**src/rtl/out_port_uart_tx_pkg.sv**
```systemverilog
// rtl/out_port_uart_tx_pkg.sv - shared FSM state type and frame/buffer constants for the OUT-port UART transmitter
package out_port_uart_tx_pkg;

  typedef enum logic [1:0] {
    IDLE  = 2'd0,
    START = 2'd1,
    DATA  = 2'd2,
    STOP  = 2'd3
  } txState_t;

  localparam int FRAME_BITS      = 10;
  localparam int BYTE_FIFO_DEPTH = 4;

endpackage

```
**src/rtl/out_port_uart_tx_byte_fifo.sv**
```systemverilog
// rtl/out_port_uart_tx_byte_fifo.sv - 4-entry byte FIFO with 2-bit wrapping pointers; push and pop may coincide even when full
module byte_fifo
  import out_port_uart_tx_pkg::*;
#(
  parameter int DEPTH = BYTE_FIFO_DEPTH
) (
  input  logic       clk,
  input  logic       reset,
  input  logic       push,
  input  logic       pop,
  input  logic [7:0] wrData,
  output logic [7:0] rdData,
  output logic [2:0] count,
  output logic       full,
  output logic       empty
);

  logic [7:0] mem [DEPTH];
  logic [1:0] wrPtr;
  logic [1:0] rdPtr;
  logic       pushOk;
  logic       popOk;

  // A pop in the same cycle frees the slot the push lands in, so a full FIFO still accepts.
  assign pushOk = push && (!full || pop);
  assign popOk  = pop && !empty;
  assign full   = (count == 3'(DEPTH));
  assign empty  = (count == 3'd0);
  assign rdData = mem[rdPtr];

  always_ff @(posedge clk or negedge reset) begin
    if (!reset) begin
      wrPtr <= 2'd0;
      rdPtr <= 2'd0;
      count <= 3'd0;
    end else begin
      if (pushOk) wrPtr <= wrPtr + 2'd1;
      if (popOk)  rdPtr <= rdPtr + 2'd1;
      count <= count + {2'b00, pushOk} - {2'b00, popOk};
    end
  end

  always_ff @(posedge clk) begin
    if (pushOk) mem[wrPtr] <= wrData;
  end

endmodule

```
**src/rtl/out_port_uart_tx.sv**
```systemverilog
// rtl/out_port_uart_tx.sv - buffered 8N1 serial transmitter fed from the processor OUT register
module out_port_uart_tx
  import out_port_uart_tx_pkg::*;
#(
  parameter int CLKS_PER_BIT = 16,
  parameter int FIFO_DEPTH   = BYTE_FIFO_DEPTH
) (
  input  logic       clk,
  input  logic       reset,
  input  logic [7:0] data_in,
  input  logic       data_we,
  input  logic       ovf_clr,
  output logic       tx,
  output logic       busy,
  output logic [2:0] fifo_count,
  output logic       overflow
);

  localparam logic [7:0] BIT_LOAD = 8'(CLKS_PER_BIT - 1);

  txState_t   state;
  txState_t   stateNext;
  logic [7:0] timer;
  logic [7:0] timerNext;
  logic [2:0] bitIdx;
  logic [2:0] bitIdxNext;
  logic [7:0] shift;
  logic [7:0] shiftNext;
  logic       txNext;
  logic       pop;
  logic       fifoFull;
  logic       fifoEmpty;
  logic [7:0] headByte;
  logic       ovfEvent;

  byte_fifo #(.DEPTH(FIFO_DEPTH)) uFifo (
    .clk    (clk),
    .reset  (reset),
    .push   (data_we),
    .pop    (pop),
    .wrData (data_in),
    .rdData (headByte),
    .count  (fifo_count),
    .full   (fifoFull),
    .empty  (fifoEmpty)
  );

  assign busy     = (state != IDLE);
  assign ovfEvent = data_we && fifoFull && !pop;

  // txNext is the line level for the state being entered, so tx leaves a flop.
  always_comb begin
    stateNext  = state;
    timerNext  = timer;
    bitIdxNext = bitIdx;
    shiftNext  = shift;
    txNext     = tx;
    pop        = 1'b0;
    unique case (state)
      IDLE: begin
        txNext = 1'b1;
        if (!fifoEmpty) begin
          pop       = 1'b1;
          shiftNext = headByte;
          timerNext = BIT_LOAD;
          txNext    = 1'b0;
          stateNext = START;
        end
      end
      START: begin
        if (timer == 8'd0) begin
          stateNext  = DATA;
          timerNext  = BIT_LOAD;
          bitIdxNext = 3'd0;
          txNext     = shift[0];
        end else begin
          timerNext = timer - 8'd1;
        end
      end
      DATA: begin
        if (timer == 8'd0) begin
          timerNext = BIT_LOAD;
          if (bitIdx == 3'd7) begin
            stateNext = STOP;
            txNext    = 1'b1;
          end else begin
            bitIdxNext = bitIdx + 3'd1;
            shiftNext  = {1'b0, shift[7:1]};
            txNext     = shift[1];
          end
        end else begin
          timerNext = timer - 8'd1;
        end
      end
      STOP: begin
        if (timer == 8'd0) begin
          stateNext = IDLE;
          txNext    = 1'b1;
        end else begin
          timerNext = timer - 8'd1;
        end
      end
      default: stateNext = IDLE;
    endcase
  end

  always_ff @(posedge clk or negedge reset) begin
    if (!reset) begin
      state    <= IDLE;
      timer    <= 8'd0;
      bitIdx   <= 3'd0;
      shift    <= 8'd0;
      tx       <= 1'b1;
      overflow <= 1'b0;
    end else begin
      state  <= stateNext;
      timer  <= timerNext;
      bitIdx <= bitIdxNext;
      shift  <= shiftNext;
      tx     <= txNext;
      if (ovfEvent)     overflow <= 1'b1;
      else if (ovf_clr) overflow <= 1'b0;
    end
  end

endmodule

```
**config.mk**
```make
export PLATFORM = sky130hd
export DESIGN_NAME = out_port_uart_tx
export DESIGN_NICKNAME = d
export VERILOG_FILES = /design/src/rtl/out_port_uart_tx_pkg.sv /design/src/rtl/out_port_uart_tx_byte_fifo.sv /design/src/rtl/out_port_uart_tx.sv
export SDC_FILE = /design/constraint.sdc
export NUM_CORES = 1
export LEC_CHECK = 0
export ABC_AREA = 1
export BUFFER_PORTS_ARGS = -buffer_cell sky130_fd_sc_hd__buf_4
export CAP_MARGIN = 25
export CORE_MARGIN = 3
export CORE_UTILIZATION = 30
export DETAILED_ROUTE_END_ITERATION = 10
export PLACE_DENSITY = 0.53
export SETUP_SLACK_MARGIN = 0.02
export SLEW_MARGIN = 20
export SYNTH_ARGS = -nofsm -noshare
export SYNTH_HDL_FRONTEND = slang
export SYNTH_HIERARCHICAL = 1
export SYNTH_SLANG_ARGS = --single-unit
export TNS_END_PERCENT = 20
```
**constraint.sdc**
```tcl
create_clock -name clk -period 2.62 [get_ports clk]
set_clock_uncertainty 0.1 [all_clocks]
set_input_delay 0 -clock clk [delete_from_list [all_inputs] [get_ports clk]]
set_output_delay 0 -clock clk [all_outputs]
set_load 0.02 [all_outputs]
```
-- Yosys cells after proc, flatten, opt, wreduce, memory -nomap -nowiden
Memories as Yosys holds them, arrays and structs flattened.
Cells that the tools add are included.
- register bits after elaboration: 30
- memory bits (writable): 32
- input port bits: 12
- output and inout port bits: 6
- word-level logic and storage cells: 79
- memories kept: 1
- add/sub/neg operators: 6
- equality and inequality tests: 12
- mux-type cells: 30
- reductions and logical operators: 21
- memories (memory ; words ; width ; read ports ; clocked after Yosys merged registers in ; wr ports ; RTL line ; source):
    uFifo.mem ; 4 ; 8 ; 1 ; 0 ; 1 ; out_port_uart_tx_byte_fifo.sv:18 ; logic [7:0] mem [DEPTH];
- operators by type and width (operator ; number):
    $mux W8 ; 6
    $pmux W8 S3 ; 1
    $pmux W8 S2 ; 1
    $ne A2 B2 Y1 const B ; 7
    $mux W1 ; 11
    $mux W2 ; 5
    $mux W3 ; 3
    $logic_not A8 Y1 ; 1
    $pmux W2 S4 ; 1
    $reduce_and A4 Y1 ; 2
    $reduce_bool A2 Y1 ; 4
    $sub A8 B1 Y8 const B ; 1
    $eq A3 B3 Y1 const B ; 2
    $pmux W3 S2 ; 1
    $reduce_and A5 Y1 ; 1
    $add A2 B1 Y2 const B ; 2
    $eq A2 B2 Y1 const B ; 2
    $logic_and A1 B1 Y1 ; 4
    $pmux W1 S4 ; 1
    $add A3 B1 Y3 ; 1
    $add A3 B1 Y3 const B ; 1
    $logic_not A1 Y1 ; 3
    $logic_not A3 Y1 ; 1
    $reduce_and A3 Y1 ; 1
    other kinds (6) ; 6

-- Depth between registers and ports, before layout
- depth in word-level cells: 7
- gate-level depth with buffers: 16
- mapped depth without buffers: 15

-- Hierarchy
The synthesis kept the hierarchy.
- by module, submodules not included (module ; times used ; cells an instance ; area each (sq um)):
    byte_fifo ; 1 ; 143 ; 1692.9
    out_port_uart_tx ; 1 ; 176 ; 1431.4

-- Least setup slack after synthesis
OpenSTA, ideal clock, no wires.
- kind: reg2reg
- from: register state[0]
- to: register uFifo.count[2]
- setup time: 0.117 ns
- arrival time: 2.580 ns
- data required time: 2.403 ns
- slack: -0.177 ns
- stages on the path, launching flop included: 17
- clock period less this slack: 2.797 ns
- cell sequence: dfrtp_1 > inv_1 > ha_1 > buf_2 > inv_1 > nor2_1 > inv_1 > nand3_2 > nand2_4 > ha_1 > inv_1 > ha_1 > inv_1 > fa_1 > xor2_1 > nor2_1 > nor2_1
- cells in the longest elaborated chain, start to end: 6
- ends and longest elaborated chain (element ; RTL line ; source):
    start, declared ; out_port_uart_tx.sv:21 ; txState_t state;
    start signal, assigned ; out_port_uart_tx.sv:116 ; state <= stateNext;
    $logic_not A2 Y1 (*) ; out_port_uart_tx.sv:59 ; unique case (state)
    $mux W1 (*) ; out_port_uart_tx.sv:59 ;
    via pop ; out_port_uart_tx.sv:30 ; logic pop;
    $logic_or A1 B1 Y1 ; out_port_uart_tx_byte_fifo.sv:25 ; assign pushOk = push && (!full || pop);
    $logic_and A1 B1 Y1 ; out_port_uart_tx_byte_fifo.sv:25 ;
    $add A3 B1 Y3 ; out_port_uart_tx_byte_fifo.sv:39 ; count <= count + {2'b00, pushOk} - {2'b00, popOk};
    $sub A3 B1 Y3 (*) ; out_port_uart_tx_byte_fifo.sv:39 ;
    end signal, assigned ; out_port_uart_tx_byte_fifo.sv:39 ;
    end, declared ; out_port_uart_tx_byte_fifo.sv:13 ; output logic [2:0] count,
The timed path passes the listed nets; every way through them passes the cells marked *.
A chain may end at the register's enable or synchronous reset.

-- Worst setup path after layout
- from: register state[1]
- to: register uFifo.count[2]
The elaborated chain is that of the path after synthesis.

==> impl_metrics.tcl <==
set metrics [dict create \
    status "finished clean" \
    die_area_um2 11670 \
    synth_xor_area_share_pct 1.121 \
    synth_area_um2 3124 \
    cap_violations 0 \
    synth_top_flop_cell "edfxtp_1" \
    synth.mux.area_fraction_pct 2.243 \
    peakVddDrop_uv 400.5 \
    critPathCaptureType "flop" \
    clk_latency_ns 0.34 \
    port_buffers 17 \
    synth-simple-area-share_pct 20.10 \
    grt_max_degree 31 \
    synth-edff-count 32 \
    worst_slack_ns 0.1015 \
    area_delta_synth_final_pct 23.67 \
    vias_per_cell 4.338 \
    netlist.area_leader.share_pct 30.76 \
    rows 36 \
    crit_required_ns 2.76 \
    ios 18 \
    multi_input_area_um2 1255 \
    tightest_slew_ns 0.4658 \
    critPathTopFamily "adder cells" \
    final_util_pct 38.81 \
    n_antenna_cell 0 \
    start_util_pct 31.39 \
    synth-seq-cells 62 \
    p_leak_uw 0.001710 \
    fp.coreArea_um2 9955 \
    synth_area_leaders "edfxtp_1, dfrtp_1, nand2_1" \
    routed_wirelength_um 5883 \
    synth_fa_ha_area_share_pct 5.847 \
    avgRoutedWirePerCell_um 11.63 \
    cp-start-kind "flop" \
    fin_hold_ws_ns 0.01814 \
    antenna_found_initial 0 \
    r2r_cells 15 \
    yosysWarnings 6 \
    seq_area_um2 1714 \
    synth_nets 345 \
    cts_tree "done" \
    drive_gt1_share_pct 23.06 \
    hpwl_um 4038 \
    seq_area_frac_synth_pct 54.83 \
    vias 2195 \
    clk_pin_slew_ns 0.08 \
    setup.worst_path.class "reg -> reg" \
    cts_root_buf "clkbuf_8" \
    cts_max_level 3 \
    slew_headroom_pct 68.94 \
    max_freq_ghz 0.3971 \
    finalSetupViolCount 0 \
    overflow 0 \
    finalHoldViolations 0 \
    ys_types 34 \
    dpl_worst_slack_ns 0.08455 \
    drt_iter0_markers 118 \
    critPathMaxFanout 7 \
    grt_usage_pct 11.26 \
    final_antenna_net_count 0 \
    first_pass_iters 6 \
    worstPathArrival_ns 2.65 \
    syn_area_per_cell_um2 9.794 \
    power_density_nw_per_um2 1245 \
    hold_class "in -> async" \
    synth_cells 319 \
    drc 0 \
    slew_violations 0 \
    cp_common_cell "inv_2" \
    synth_compound_area_share_pct 9.411 \
    cpPeakStageDelay_ns 0.42 \
    cp_slowest_cell "dfrtp_1" \
    worst-r2r-setup-slack_ns 0.10 \
    cp_cell_sequence "inv_1 > ha_2 > clkinvlp_4 > nor2_4 > inv_2 > nand3_4 > nand2_4 > ha_4 > inv_2 > ha_4 > inv_2 > fa_2 > xor2_1 > nor2_1 > nor2_1" \
    fp.dieH_um 108.1 \
    synth_top_family_by_area "simple AND/OR/NAND/NOR gates" \
    yosys.area.top_type "edfxtp_1" \
    clockBufferDepth 2 \
    fin_crit_sh_pct 96.13 \
    layout.nets 394 \
    critPathBufInv 5 \
    gp_congestion 0.7744 \
    die_x_um 108.1 \
    grt_pass1_vias 2168 \
    reg2reg_from "state[1]" \
    setup_tns_ns 0 \
    cts_buffers 9 \
    cts_sinks 62 \
    synthArstFlopShare_pct 48.39 \
    min_period_ns 2.518 \
    nFillCells 999 \
    grt_pass1_wl_um 10200 \
    timing.rr.end "uFifo/count[2]" \
]
-- synth_stat cells (4+ instances only) --
library cell,instances
a21oi_1,4
buf_6,6
dfrtp_1,29
edfxtp_1,32
ha_1,13
inv_1,31
mux2i_1,7
nand2_1,60
nand2_2,5
nand3_1,9
nor2_1,56
o21ai_0,11
o21ai_1,21
o21ai_2,8
-- worst max-delay path by stage --
stage,from,to,slack [ns],depth (start not counted)
after floorplan,state[1],uFifo/count[2],0.02,16
after global placement,state[0],uFifo/count[2],0.14,15
after detailed placement,state[0],uFifo/count[2],0.08,15
after CTS,state[0],uFifo/count[2],0.06,15
after global routing,state[1],uFifo/count[2],-0.02,15
final,state[1],uFifo/count[2],0.10,15
-- kinds of logic (layout without fill, tap and decap cells) --
kind of cell             count (synthesis)  in the layout
XOR/XNOR                                 4              4
multiplexers                             7              7
adder cells (fa/ha/maj)                 14             14
buffers and inverters                   40             94
AND/OR/NAND/NOR                        143            143
AO/OA/AOI/OAI                           49             49
flip-flops                              62             62
-- what timing repair did --
action / in CTS / in global routing
buffers inserted: 0 / 6
setup endpoints to repair: 0 / 1
gates resized for setup: 0 / 2
hold endpoints to repair: 65 / 0
hold buffers: 12 / 0
-- metal layers --
layer / wire length [µm] / GRT usage [%]
met2: 2766 / 17.67
met5: 0 / 0
met4: 93 / 4.599
met3: 188 / 3.403
met1: 2835 / 14.51
-- state kept, by name (all words and copies together), names as in the netlist, 2 cells and up --
name / count
state: 2
timer: 8
uFifo/mem: 32
uFifo/wrPtr: 2
uFifo/count: 3
bitIdx: 3
shift: 8
uFifo/rdPtr: 2
-- layout by cell type, fill, tap and decap left out, drive strengths merged --
master and n:
a21oi 4, a31oi 1, buf 33, bufinv 2, clkbuf 9, clkinv 2
clkinvlp 1, dfrtp 29, dfstp 1, dlygate4sd3 12, edfxtp 32, fa 1
ha 13, inv 35, mux2i 7, nand2 67, nand3 11, nand3b 1
nor2 60, nor3 3, o211ai 1, o21ai 41, o21bai 1, o22ai 1
or2 1, xnor2 1, xor2 3
-- area by class of cell --
class                      count  area share, %
timing repair buffer          45          9.521
clock inverter                 7          2.688
inverter                      33          3.433
clock buffer                   9          3.206
multi-input combinational    217          32.48
sequential                    62          44.37
tap                          133          4.307
-- where the power goes --
part / internal (µW) / total (µW) / switching (µW) / leakage [µW]
clock: 549 / 966 / 418 / 0.000115
combinational: 934 / 2280 / 1340 / 0.000930
sequential: 1360 / 1570 / 209 / 0.000665
total: 2840 / 4810 / 1970 / 0.00171
-- metrics by stage --
| step | total power [µW] | cell area (µm²) | instances |
|---|---|---|---|
| after floorplan | 3313 | 3179 | 319 |
| after global placement | 3764 | 3470 | 472 |
| after detailed placement | 3793 | 3470 | 472 |
| after CTS | 4809 | 3817 | 500 |
| after global routing | 5269 | 3864 | 506 |
| final | 4811 | 3864 | 506 |
Power figures use the tool's default switching activity.
